**src/rtl/dsm_pkg.sv**
```systemverilog
// Shared types and constants for the 2nd-order delta-sigma audio DAC.
// Dither LFSR constants are used only when DELTA_SIGMA_DITHER_EN is defined.
package dsm_pkg;

    typedef enum logic [1:0] {
        MUTED     = 2'd0,
        RAMP_UP   = 2'd1,
        RUN       = 2'd2,
        RAMP_DOWN = 2'd3
    } dsm_state_t;

    localparam int          DSM_FB_MAG = 32768;
    localparam int          DSM_X_LIM  = 24576;
    localparam int          GAIN_MAX   = 256;
    localparam logic [15:0] LFSR_SEED  = 16'hACE1;
    localparam logic [15:0] LFSR_TAPS  = 16'hB400;

    // Right-shifting Galois step: feedback taps apply when the bit shifted out is 1.
    function automatic logic [15:0] lfsr_step(input logic [15:0] cur);
        lfsr_step = {1'b0, cur[15:1]} ^ (cur[0] ? LFSR_TAPS : 16'h0000);
    endfunction

endpackage

```
**src/rtl/dsm_lfsr.sv**
```systemverilog
// 16-bit Galois LFSR that supplies a 4-bit signed dither value to the quantiser.
// Advances once per modulator tick.
module dsm_lfsr
    import dsm_pkg::*;
(
    input  logic       clk_i,
    input  logic       rst_i,
    input  logic       adv_i,
    output logic [3:0] dither_o
);

    logic [15:0] lfsr_q, lfsr_d;

    always_comb begin
        lfsr_d = lfsr_q;
        if (adv_i) begin
            lfsr_d = lfsr_step(lfsr_q);
        end
    end

    always_ff @(posedge clk_i) begin
        if (rst_i) begin
            lfsr_q <= LFSR_SEED;
        end else begin
            lfsr_q <= lfsr_d;
        end
    end

    assign dither_o = lfsr_q[3:0];

endmodule

```
**src/rtl/delta_sigma_dac.sv**
```systemverilog
// 2nd-order 1-bit delta-sigma modulator with soft-mute gain ramp.
// Define DELTA_SIGMA_DITHER_EN to add LFSR dither at the quantiser input.
module delta_sigma_dac
    import dsm_pkg::*;
#(
    parameter int unsigned MOD_DIV         = 2,
    parameter int unsigned ACC_W           = 24,
    parameter int unsigned RAMP_STEP_TICKS = 64
) (
    input  logic               clk,
    input  logic               rst,
    input  logic signed [15:0] sample_in,
    input  logic               mute_req,
    output logic               pdm_out,
    output logic               muted
);

    localparam int unsigned DIV_W  = (MOD_DIV > 1) ? $clog2(MOD_DIV) : 1;
    localparam int unsigned RAMP_W = (RAMP_STEP_TICKS > 1) ? $clog2(RAMP_STEP_TICKS) : 1;
    localparam int unsigned SUM_W  = ACC_W + 2;
    localparam int unsigned PROD_W = 26;

    localparam logic signed [SUM_W-1:0]  ACC_MAX = {3'b000, {(ACC_W-1){1'b1}}};
    localparam logic signed [SUM_W-1:0]  ACC_MIN = -ACC_MAX;
    localparam logic signed [SUM_W-1:0]  FB_POS  = SUM_W'(DSM_FB_MAG);
    localparam logic signed [SUM_W-1:0]  FB_NEG  = -FB_POS;
    localparam logic signed [PROD_W-1:0] X_HI    = PROD_W'(DSM_X_LIM);
    localparam logic signed [PROD_W-1:0] X_LO    = -X_HI;

    dsm_state_t               state_q, state_d;
    logic [DIV_W-1:0]         div_q, div_d;
    logic [RAMP_W-1:0]        ramp_q, ramp_d;
    logic [8:0]               gain_q, gain_d;
    logic signed [ACC_W-1:0]  int1_q, int1_d, int2_q, int2_d;
    logic                     pdm_q, pdm_d;
    logic                     muted_q, muted_d;

    logic                     tick;
    logic                     ramp_last;
    logic signed [PROD_W-1:0] prod, scaled;
    logic signed [SUM_W-1:0]  x_w, fb, sum1, sum2, q;
    logic signed [ACC_W-1:0]  int1_n, int2_n;

    function automatic logic signed [ACC_W-1:0] sat_acc(input logic signed [SUM_W-1:0] v);
        if (v > ACC_MAX) begin
            sat_acc = ACC_W'(ACC_MAX);
        end else if (v < ACC_MIN) begin
            sat_acc = ACC_W'(ACC_MIN);
        end else begin
            sat_acc = ACC_W'(v);
        end
    endfunction

    assign tick      = (div_q == DIV_W'(MOD_DIV - 1));
    assign ramp_last = (ramp_q == RAMP_W'(RAMP_STEP_TICKS - 1));

`ifdef DELTA_SIGMA_DITHER_EN
    logic [3:0] dither;

    dsm_lfsr u_lfsr (
        .clk_i    (clk),
        .rst_i    (rst),
        .adv_i    (tick),
        .dither_o (dither)
    );
`endif

    // Modulator datapath, evaluated every cycle but only committed on tick.
    always_comb begin
        prod   = PROD_W'(sample_in) * PROD_W'($signed({1'b0, gain_q}));
        scaled = prod >>> 8;
        if (scaled > X_HI) begin
            x_w = SUM_W'(X_HI);
        end else if (scaled < X_LO) begin
            x_w = SUM_W'(X_LO);
        end else begin
            x_w = SUM_W'(scaled);
        end
        fb     = pdm_q ? FB_POS : FB_NEG;
        sum1   = SUM_W'(int1_q) + x_w - fb;
        int1_n = sat_acc(sum1);
        sum2   = SUM_W'(int2_q) + SUM_W'(int1_n) - fb;
        int2_n = sat_acc(sum2);
`ifdef DELTA_SIGMA_DITHER_EN
        q      = SUM_W'(int2_n) + SUM_W'($signed(dither));
`else
        q      = SUM_W'(int2_n);
`endif
    end

    always_comb begin
        state_d = state_q;
        div_d   = tick ? '0 : div_q + 1'b1;
        ramp_d  = ramp_q;
        gain_d  = gain_q;
        int1_d  = int1_q;
        int2_d  = int2_q;
        pdm_d   = pdm_q;
        muted_d = muted_q;

        if (tick) begin
            if (state_q == MUTED) begin
                pdm_d  = ~pdm_q;
                int1_d = '0;
                int2_d = '0;
            end else begin
                int1_d = int1_n;
                int2_d = int2_n;
                pdm_d  = ~q[SUM_W-1];
            end

            unique case (state_q)
                MUTED: begin
                    if (!mute_req) begin
                        state_d = RAMP_UP;
                        muted_d = 1'b0;
                        ramp_d  = '0;
                    end
                end
                RAMP_UP: begin
                    if (mute_req) begin
                        state_d = RAMP_DOWN;
                        ramp_d  = '0;
                    end else if (gain_q == 9'(GAIN_MAX)) begin
                        state_d = RUN;
                        ramp_d  = '0;
                    end else if (ramp_last) begin
                        ramp_d = '0;
                        gain_d = gain_q + 9'd1;
                        if (gain_q == 9'(GAIN_MAX - 1)) begin
                            state_d = RUN;
                        end
                    end else begin
                        ramp_d = ramp_q + 1'b1;
                    end
                end
                RUN: begin
                    gain_d = 9'(GAIN_MAX);
                    if (mute_req) begin
                        state_d = RAMP_DOWN;
                        ramp_d  = '0;
                    end
                end
                RAMP_DOWN: begin
                    if (!mute_req) begin
                        state_d = RAMP_UP;
                        ramp_d  = '0;
                    end else if (gain_q == 9'd0 || (ramp_last && gain_q == 9'd1)) begin
                        // Landing on zero gain: park the loop with clean integrators.
                        state_d = MUTED;
                        muted_d = 1'b1;
                        gain_d  = 9'd0;
                        ramp_d  = '0;
                        int1_d  = '0;
                        int2_d  = '0;
                    end else if (ramp_last) begin
                        ramp_d = '0;
                        gain_d = gain_q - 9'd1;
                    end else begin
                        ramp_d = ramp_q + 1'b1;
                    end
                end
                default: state_d = MUTED;
            endcase
        end
    end

    always_ff @(posedge clk) begin
        if (rst) begin
            state_q <= MUTED;
            div_q   <= '0;
            ramp_q  <= '0;
            gain_q  <= 9'd0;
            int1_q  <= '0;
            int2_q  <= '0;
            pdm_q   <= 1'b0;
            muted_q <= 1'b1;
        end else begin
            state_q <= state_d;
            div_q   <= div_d;
            ramp_q  <= ramp_d;
            gain_q  <= gain_d;
            int1_q  <= int1_d;
            int2_q  <= int2_d;
            pdm_q   <= pdm_d;
            muted_q <= muted_d;
        end
    end

    assign pdm_out = pdm_q;
    assign muted   = muted_q;

endmodule
```
**config.mk**
```make
export PLATFORM = sky130hd
export DESIGN_NAME = delta_sigma_dac
export DESIGN_NICKNAME = d
export VERILOG_FILES = /design/src/rtl/dsm_pkg.sv /design/src/rtl/dsm_lfsr.sv /design/src/rtl/delta_sigma_dac.sv
export SDC_FILE = /design/constraint.sdc
export NUM_CORES = 1
export LEC_CHECK = 0
export BUFFER_PORTS_ARGS = -buffer_cell sky130_fd_sc_hd__buf_4
export CAP_MARGIN = 30
export CORE_MARGIN = 2
export CORE_UTILIZATION = 55
export DETAILED_ROUTE_END_ITERATION = 10
export PLACE_DENSITY = 0.71
export SLEW_MARGIN = 20
export SYNTH_ARGS = -nofsm -noshare
export SYNTH_HDL_FRONTEND = slang
export SYNTH_HIERARCHICAL = 1
export SYNTH_SLANG_ARGS = --single-unit
```
**constraint.sdc**
```tcl
create_clock -name clk -period 33.7 [get_ports clk]
set_clock_uncertainty 0.15 [all_clocks]
set_input_delay 1.685 -clock clk [delete_from_list [all_inputs] [get_ports clk]]
set_output_delay 1.685 -clock clk [all_outputs]
set_load 0.1 [all_outputs]
```
==> results_dict.tcl <==
set metrics [dict create \
    status "complete, no violations" \
    diodes 0 \
    synth_warnings 6 \
    dr.pass1.iters 5 \
    holdPathStages 1 \
    cp_max_fo 23 \
    post-route-period-util_pct 44.4 \
    crit_path_end "int2_q[1]" \
    critPathMaxStageDelay_ps 700 \
    r2r_setup_slack_ps 19200 \
    r2r-end "int2_q[1]" \
    setup_viol 0 \
    place_inst 1978 \
    seqPwrFrac_pct 8.0 \
    fin_area_mm2 0.0140 \
    cts-resized-gates 0 \
    rsz0062_at_grt "false" \
    grt_pass1_wl_mm 56.1 \
    routedWlPerCell_um 16.5 \
    core_mm2 0.0241 \
    rr_worst_depth 42 \
    antenna_left 0 \
    max_freq_mhz 66.8 \
    hold_viol_final 0 \
    layout_commonest_cell "inv_1" \
    powerDensity_mw_per_mm2 85.1 \
    start_kind "input pin" \
    drt_iter0_drc 829 \
    slew-limit-headroom_pct 35.1 \
    clock_power_share_pct 8.8 \
    hold_ws_ps 305 \
    grt_overflow 0 \
    dpl_cell_area_mm2 0.0137 \
    grt_max_degree 50 \
    htree_levels 3 \
    post-route-min-period_ps 14960 \
    numClockSinks 68 \
    start_util_pct 55.4 \
    criticalPathCategory "in2reg" \
    cpMostUsedCell "inv_1" \
    areaGrowthSynthToFinish_pct 4.79 \
    chipHeight_um 160 \
    clock_latency_ps 350 \
    die_area_mm2 0.0255 \
    drc 0 \
    switchingPower_mw 0.675 \
    nFillCells 2284 \
    power_frac_comb_pct 83.2 \
    synthDistinctLibCells 84 \
    num_rows 57 \
    die_w_um 160 \
    dr_total_vias 11800 \
    leakage_nw 6.97 \
    viasPerCell 5.93 \
    ios 21 \
    drive_gt1_share_pct 6.59 \
    place.gp.congestion 0.916 \
    first_global_vias 11600 \
    layout_common_cells "300 x inv_1, 175 x nand2_1, 144 x ha_1" \
    intPower_mw 0.517 \
    synth_ff_type "dfxtp_1" \
    cts_tree "done" \
    maxCapViolations 0 \
    io_buffers 20 \
    ctsHoldBuffers 0 \
    track_usage_pct 26.4 \
    p_sw_share_pct 56.6 \
    fin_nets 1965 \
    fin_cells 1994 \
    syn_nets 2006 \
    cp-startpoint "sample_in[15]" \
    crit_slowest_cell "a2111oi_1" \
    synth_cells 1706 \
    crit_required_ps 33760 \
    antenna_found_initial 0 \
    final_util_pct 58.1 \
    setup_tns_ps 0 \
    synth_edf_count 0 \
    postCtsSetupRepairBufs 0 \
    reg2reg_from "gain_q[5]" \
    worst_setup_path_end_kind "flop" \
    ys_seq_area_share_pct 10.2 \
    cts_root_buffer "clkbuf_16" \
    wirelength_mm 32.9 \
    critPathArrivalTime_ps 15020 \
    hold_path_class "reg2reg" \
    syn_area_mm2 0.0134 \
    numCtsBuffers 9 \
    synthArstFlopShare_pct 0 \
    dpl.hpwl_mm 26.2 \
    tightest_slew_ps 972 \
    ys_ff_latch 68 \
    syn_avg_cell_area_um2 7.83 \
    ir_drop_uv 186 \
    cts.reportedPaths.clkPinSlew_ps 60 \
    clock_path_buffers 2 \
    report.final.slew_viol_count 0 \
]
==> flip-flops by register name (all words and copies together) (netlist names) <==
| register | flops |
|---|---|
| int2_q | 24 |
| ramp_q | 6 |
| state_q | 2 |
| int1_q | 24 |
| pdm_out | 1 |
| muted | 1 |
| div_q | 1 |
| gain_q | 9 |
==> synthesized netlist by cell type, drive strengths merged (7+ instances only) <==
master	number	area, µm²
a211o	9	78.8
a211oi	26	205
a21o	29	218
a21oi	119	599
a311oi	8	76.3
a31oi	16	100
and2	72	453
and3	18	118
buf	32	165
clkbuf	52	195
dfxtp	68	1360
fa	137	2740
ha	144	1800
inv	300	1130
nand2	176	668
nand2b	18	113
nand3	57	285
nand3b	7	52.6
nand4	16	115
nor2	67	251
nor2b	8	50.1
nor3	21	105
o211ai	11	82.6
o21a	21	158
o21ai	57	293
o21bai	8	63.8
o22ai	9	56.3
o311ai	14	123
o31ai	23	273
or2	8	50.1
or3	8	50.1
or4	7	56.3
xnor2	33	289
xor2	21	184
==> worst min path at each step <==
stage,endpoint,slack (ps),from
final,int2_q[23],310,int2_q[23]
after global routing,int1_q[1],330,int1_q[1]
after CTS,int2_q[23],310,int2_q[23]
after detailed placement,int2_q[23],290,int2_q[23]
after global placement,int2_q[23],290,int2_q[23]
after floorplan,int1_q[2],280,int1_q[2]
==> layout make-up <==
cell class	count	area, µm²	share of cell area (%)
timing repair buffer	32	240	1.72
clock inverter	6	87.6	0.626
sequential	68	1360	9.73
tap	324	405	2.90
inverter	300	1130	8.05
multi-input combinational	1254	10500	75.3
clock buffer	10	229	1.64
==> stage by stage <==
step	power, mW	worst slack [ps]
after global routing	1.30	17890
after CTS	1.18	18790
final	1.19	18740
after detailed placement	1.07	18500
after floorplan	0.860	20540
after global placement	1.06	18570
==> cells by family (layout without fill, tap and decap cells) <==
| family | Yosys count | after routing | synth area share (%) |
|---|---|---|---|
| multiplexers | 7 | 7 | 0.534 |
| AND/OR/NAND/NOR | 506 | 506 | 19.1 |
| AO/OA/AOI/OAI | 406 | 406 | 21.4 |
| adder cells (fa/ha/maj) | 281 | 281 | 34.0 |
| buffers and inverters | 384 | 348 | 11.1 |
| XOR/XNOR | 54 | 54 | 3.54 |
| flip-flops | 68 | 68 | 10.2 |
==> worst max-delay path, delay by kind of cell <==
kind	cells	cell delay [ps]
fa+ha+maj	10	4050
buf+inv	9	1550
compound gates	18	6160
xor+xnor	1	500
simple gates	5	1030
==> metal layers <==
layer  vias up  routed length, µm  global-route usage (%)
met5         -                  0                       0
met4         0                448                    5.69
met3        38               1720                    2.91
met2       355              15600                    44.6
met1      5742              15100                    36.7
li1       5681                  -                       -
==> power by group through the flow <==
stage          Combinational (mW)  Sequential, mW  Clock, mW
2_1_floorplan               0.763          0.0968          0
3_3_place_gp                0.966          0.0968          0
3_5_place_dp                0.970          0.0970          0
4_1_cts                     0.976          0.0953      0.106
5_1_grt                      1.09          0.0965      0.110
6_report                    0.991          0.0955      0.105
Note: power is estimated with default switching activity, not from simulation.
